==> config.mk <==
export PLATFORM = sky130hd
export DESIGN_NAME = rename_map_table
export DESIGN_NICKNAME = d
export VERILOG_FILES = /design/src/rtl/rename_map_table.sv
export SDC_FILE = /design/constraint.sdc
export NUM_CORES = 1
export LEC_CHECK = 0
export ABC_CLOCK_PERIOD_IN_PS = 18930
export CAP_MARGIN = 20
export CORE_MARGIN = 4
export CORE_UTILIZATION = 60
export DETAILED_ROUTE_END_ITERATION = 10
export PLACE_DENSITY = 0.78
export SLEW_MARGIN = 10
export SYNTH_ARGS = -nofsm -noshare
export SYNTH_HDL_FRONTEND = slang
export SYNTH_SLANG_ARGS = --single-unit
==> constraint.sdc <==
create_clock -name clk -period 18.93 [get_ports clk]
set_input_delay 3.786 -clock clk [delete_from_list [all_inputs] [get_ports clk]]
set_output_delay 3.786 -clock clk [all_outputs]
set_load 0.1 [all_outputs]
==> src/rtl/rename_map_table.sv <==
// Single-wide register rename stage: speculative and committed arch->phys maps with one-cycle flush restore.
// Optional RENAME_STATS_EN adds saturating rename/stall counters.
module rename_map_table #(
    parameter int ARCH_REGS = 32,
    parameter int PHYS_REGS = 64,
    localparam int PW = $clog2(PHYS_REGS)
) (
    input  logic          clk,
    input  logic          reset,
    input  logic          in_valid,
    output logic          in_ready,
    input  logic [4:0]    in_src1,
    input  logic [4:0]    in_src2,
    input  logic [4:0]    in_dst,
    input  logic          in_dst_wr,
    output logic          alloc_en,
    input  logic [PW-1:0] alloc_phys,
    input  logic          alloc_valid,
    output logic          out_valid,
    input  logic          out_ready,
    output logic [PW-1:0] out_psrc1,
    output logic [PW-1:0] out_psrc2,
    output logic [PW-1:0] out_pdst,
    output logic [PW-1:0] out_old_pdst,
    output logic          out_dst_wr,
    input  logic          commit_en,
    input  logic [4:0]    commit_arch,
    input  logic [PW-1:0] commit_phys,
    input  logic          flush
`ifdef RENAME_STATS_EN
    ,
    output logic [31:0]   stat_renames,
    output logic [31:0]   stat_stalls
`endif
);

    logic [PW-1:0] spec_map      [ARCH_REGS];
    logic [PW-1:0] committed_map [ARCH_REGS];

    logic need_alloc;
    logic fire;
    logic commit_wr;

    always_comb begin
        need_alloc = in_dst_wr && (in_dst != 5'd31);
        in_ready   = (!out_valid || out_ready) && !flush;
        fire       = in_valid && in_ready && (!need_alloc || alloc_valid);
        alloc_en   = fire && need_alloc;
        commit_wr  = commit_en && (commit_arch != 5'd31);
    end

    always_ff @(posedge clk or posedge reset) begin
        if (reset) begin
            for (int i = 0; i < ARCH_REGS; i++) begin
                committed_map[i] <= PW'(i);
            end
        end else if (commit_wr) begin
            committed_map[commit_arch] <= commit_phys;
        end
    end

    // A commit landing in the flush cycle must be visible in the restored speculative map.
    always_ff @(posedge clk or posedge reset) begin
        if (reset) begin
            for (int i = 0; i < ARCH_REGS; i++) begin
                spec_map[i] <= PW'(i);
            end
        end else if (flush) begin
            for (int i = 0; i < ARCH_REGS; i++) begin
                if (commit_wr && (commit_arch == 5'(i))) begin
                    spec_map[i] <= commit_phys;
                end else begin
                    spec_map[i] <= committed_map[i];
                end
            end
        end else if (alloc_en) begin
            spec_map[in_dst] <= alloc_phys;
        end
    end

    always_ff @(posedge clk or posedge reset) begin
        if (reset) begin
            out_valid    <= 1'b0;
            out_psrc1    <= '0;
            out_psrc2    <= '0;
            out_pdst     <= '0;
            out_old_pdst <= '0;
            out_dst_wr   <= 1'b0;
        end else if (flush) begin
            out_valid <= 1'b0;
        end else if (fire) begin
            out_valid    <= 1'b1;
            out_psrc1    <= spec_map[in_src1];
            out_psrc2    <= spec_map[in_src2];
            out_pdst     <= need_alloc ? alloc_phys : '0;
            out_old_pdst <= need_alloc ? spec_map[in_dst] : '0;
            out_dst_wr   <= need_alloc;
        end else if (out_ready) begin
            out_valid <= 1'b0;
        end
    end

`ifdef RENAME_STATS_EN
    logic stall_cycle;
    assign stall_cycle = in_valid && need_alloc && !alloc_valid && in_ready;

    always_ff @(posedge clk or posedge reset) begin
        if (reset) begin
            stat_renames <= '0;
            stat_stalls  <= '0;
        end else begin
            if (alloc_en && (stat_renames != '1)) begin
                stat_renames <= stat_renames + 32'd1;
            end
            if (stall_cycle && (stat_stalls != '1)) begin
                stat_stalls <= stat_stalls + 32'd1;
            end
        end
    end
`endif

endmodule
==> reports/results.txt <==
The initial antenna violation count is 2. The library cells used most frequently in the layout, excluding fill and tap cells, are mux2_2 (384), dfrtp_1 (250), dfstp_2 (160). Synthesis inferred 410 register bits. The logs give 70 for the count of standard-cell rows and 40300 µm² for the die footprint. Counting distinct cell types in the post-synthesis netlist gives 47. The proportion of power drawn by the clock network is 32.9%, and the worst relative slew slack is 12.6%.

The clock arrives with 0.0194 ns of skew. Averaged over all synthesized cells, the footprint is 13.2 µm². Of all nets on the critical path, the largest fanout is 17. Setup repair after global routing left no endpoint under its margin. The violation count after the first detailed-route iteration is 1858. Counting cells, the worst reg-to-reg path comes to 5. Across the VDD grid, the largest voltage drop is 0.0945 mV. The logs give 0 for the hold buffer count at cts and 15500 for the via count. The height of the die works out to 201 µm. The number of H-tree levels was 2. For the worst setup path, the data required time is 15.14 ns.

In this run the clock root is driven by a clkbuf_16. The via count of the first global-routing pass is 15900. The final worst slack came out at 8.46 ns. For the worst-skew pair, the clock arrives at the later sink with an insertion delay of 0.57 ns. The first detailed-routing pass ran for 6 iterations. The number of nets in the synthesized netlist is 1727. The tools report the total clock sinks as 410.

The worst setup path is captured at an output port. The share of total power dissipated in combinational logic is 22.9%. Across the run, the number of max-cap violations was 0.

Of the total synthesized cell area, the portion taken by XOR and XNOR cells is 0%. The register area share after synthesis was 47.0%. The leading cell type in the layout, fill and taps excluded is mux2_2.

The run gives 133 as the maximum number of pins on one net before global-route repair. The post-layout minimum cycle time works out to 10.47 ns. Clock-pin slew was measured on the worst setup and hold paths at 0.06 ns. Using the TritonRoute via totals, the vias-per-cell ratio works out to 7.07.

After layout, the design draws a total of 2.79 mW. In this run, CTS created clock tree buffers numbering 45. Setup violations remaining at the end of the flow were counted as 0. The highest clock frequency the design can meet came out at 95.5 MHz. The classification of the worst-slack hold path is reg2reg. The flow ran to the end, and the final reports show no timing, DRC or antenna violations.

The detail route stage leaves a number of antenna-violating nets equal to 0. For the total number of nets in the final design, the log shows 1725. The tools report the aggregate negative setup slack as 0 ns. The synthesized netlist devotes 5.40% of its cell area to compound gates.

The ratio of total power to cell area is 113 nW/µm², and the sum of net half-perimeters after detailed placement is 42.0 mm. In the routed design, unresolved DRC markers number 0. The final-report max-slew violation count is 0, and the starting utilization of the core area is 60.8%. The Yosys step of the flow raised 0 warnings. The core region is 36600 µm². The worst register-to-register path has a setup slack of 15.98 ns. In the final routed layout, each cell accounts on average for 30.0 µm. The final-report hold violation count was 0. The critical path ends at alloc_en. The share of layout cells above drive strength 1 works out to 46.0%.

The width of the die was 201 µm; the routed wire length was 65.6 mm. The main combinational cell family by area after synthesis is multiplexers. The endpoint identified for the worst register-to-register timing path is spec_map[147]. The filler cells instantiated in the layout total 2610. Multiplexer area fraction after synthesis: 38.4%. At the placement stage, the worst setup path has a slack of 8.49 ns.

In this run the worst setup path begins at in_dst[4]. Cell internal power was estimated by the tool at 1.96 mW. The synthesized netlist devotes 6.54% of its cell area to simple gates. The switching part of the total power was 29.6%.

The remaining global-route overflow is 0, and the count of buffers from port buffering is 67. The logs give 0 for the post-CTS setup-driven buffer insertion count and 3 for the buffer levels on the longest clock path. The synthesized area was 22300 µm². In this run, flip-flops and latches consume 44.2% of the power.

For this design the static power due to leakage is 10.7 nW. Counting every instance in the synthesized netlist gives 1687. Net load switching power: 826 µW. Of the total synthesized cell area, the portion taken by full adders, half adders and majority gates is 0%. The final weighted congestion in routability-driven placement was 1.01; the count of pins on the block boundary was 68. The area growth from synthesis to layout is 11.0%.

For the worst setup path, the data arrival time is 6.69 ns. Global routing consumed, over all layers together, 32.4% of the routing resources. The global-route wire length before repair is 99.3 mm, and the portion of the clock cycle consumed by the worst path in the final layout is 55.3%. The critical path is of the in2out type. The startpoint class of the critical path is an input port. At the pin with the least slew margin, the transition time is 1.30 ns. The worst register-to-register path begins at out_valid. TritonCTS built the clock tree.

The run gives 0 as the total of cells resized after clock tree synthesis.
## critical path, stage by stage
cell             delay [ns]
clkdlybuf4s50_1        0.75
and3_1                 0.41
nand3_1                0.11
nand2_1                0.10
inv_1                  0.31
clkdlybuf4s50_1        1.22
## area by class of cell
type | instances | area [µm²] | share of cell area (%)
Clock inverter | 18 | 260 | 1.05
Timing Repair Buffer | 95 | 883 | 3.58
Sequential cell | 410 | 10500 | 42.3
Antenna cell | 1 | 2.50 | 0.0101
Tap cell | 468 | 586 | 2.37
Inverter | 5 | 26.3 | 0.106
Multi-Input combinational cell | 1128 | 11200 | 45.3
Clock buffer | 63 | 1280 | 5.20
## power by group through the flow
| stage | Clock (mW) | Sequential, mW | Combinational, mW |
|---|---|---|---|
| CTS | 0.926 | 1.23 | 0.631 |
| global route | 0.965 | 1.25 | 0.679 |
| floorplan | 0 | 1.24 | 0.424 |
| detailed placement | 0 | 1.24 | 0.627 |
| global placement | 0 | 1.22 | 0.609 |
| finish | 0.918 | 1.23 | 0.639 |
## cell families (layout without fill, tap and decap cells)
kind of cell / after synthesis / count (layout)
multiplexers: 647 / 647
AND/OR/NAND/NOR: 289 / 289
buffers and inverters: 149 / 181
other: 0 / 1
AO/OA/AOI/OAI: 192 / 192
flip-flops: 410 / 410
## layer usage
| metal | vias up | part of all wire, % | GRT usage [%] | routed length, µm |
|---|---|---|---|---|
| li1 | 6331 | - | - | - |
| met1 | 8003 | 38 | 41.9 | 24700 |
| met2 | 891 | 46 | 51.3 | 30500 |
| met3 | 244 | 9.8 | 8.55 | 6450 |
| met4 | 6 | 5.9 | 16.1 | 3900 |
| met5 | - | 0.091 | 0 | 60 |
## stage by stage
step	area (µm²)	std cells	hold slack [ns]	util, %
final	24700	2188	0.364	67.5
after global routing	24700	2187	0.370	67.5
after CTS	24700	2186	0.365	67.4
after detailed placement	23100	2105	0.357	63.2
after global placement	23100	2105	0.356	63.2
after floorplan	22300	1687	0.424	-
## synth_stat cells, drive strengths merged
cell	number	area (µm²)
clkbuf	107	402
nand3b	8	75.1
a211oi	1	7.51
mux4	127	2860
a21oi	7	35.0
clkinv	1	3.75
a221oi	18	158
a221o	2	20.0
a22oi	13	97.6
nand2	143	537
or3	4	25.0
and3	2	12.5
mux2	384	4320
dfrtp	250	6260
nand4	2	12.5
o22ai	23	144
and2	2	12.5
a2111oi	1	8.76
nor4	15	166
or2	2	12.5
a22o	6	52.6
a311o	1	10.0
nor3	22	110
and3b	2	17.5
mux2i	136	1360
inv	4	15.0
and4	2	17.5
a211o	9	78.8
nor2	31	116
nand3	9	45.0
buf	37	183
nor3b	5	37.5
o221ai	5	43.8
nor2b	18	113
o21a	1	7.51
a311oi	1	8.76
nand4b	3	26.3
dfstp	160	4200
o31ai	4	30.0
nand2b	19	119
o21ai	100	500
## flip-flops by register name, indices dropped and copies added, names as in the netlist
register and count:
out_pdst 6, committed_map 192, out_dst_wr 1, out_valid 1
out_psrc1 6, out_old_pdst 6, out_psrc2 6, spec_map 192
## worst min-delay path by stage
stage,from,slack (ns),cells past startpoint,end
global placement,committed_map[3],0.36,0,committed_map[3]
CTS,committed_map[1],0.36,0,committed_map[1]
detailed placement,committed_map[1],0.36,0,committed_map[1]
global route,committed_map[4],0.37,0,committed_map[4]
floorplan,committed_map[5],0.42,1,committed_map[5]
finish,committed_map[1],0.36,0,committed_map[1]
Power figures use the tool's default switching activity.
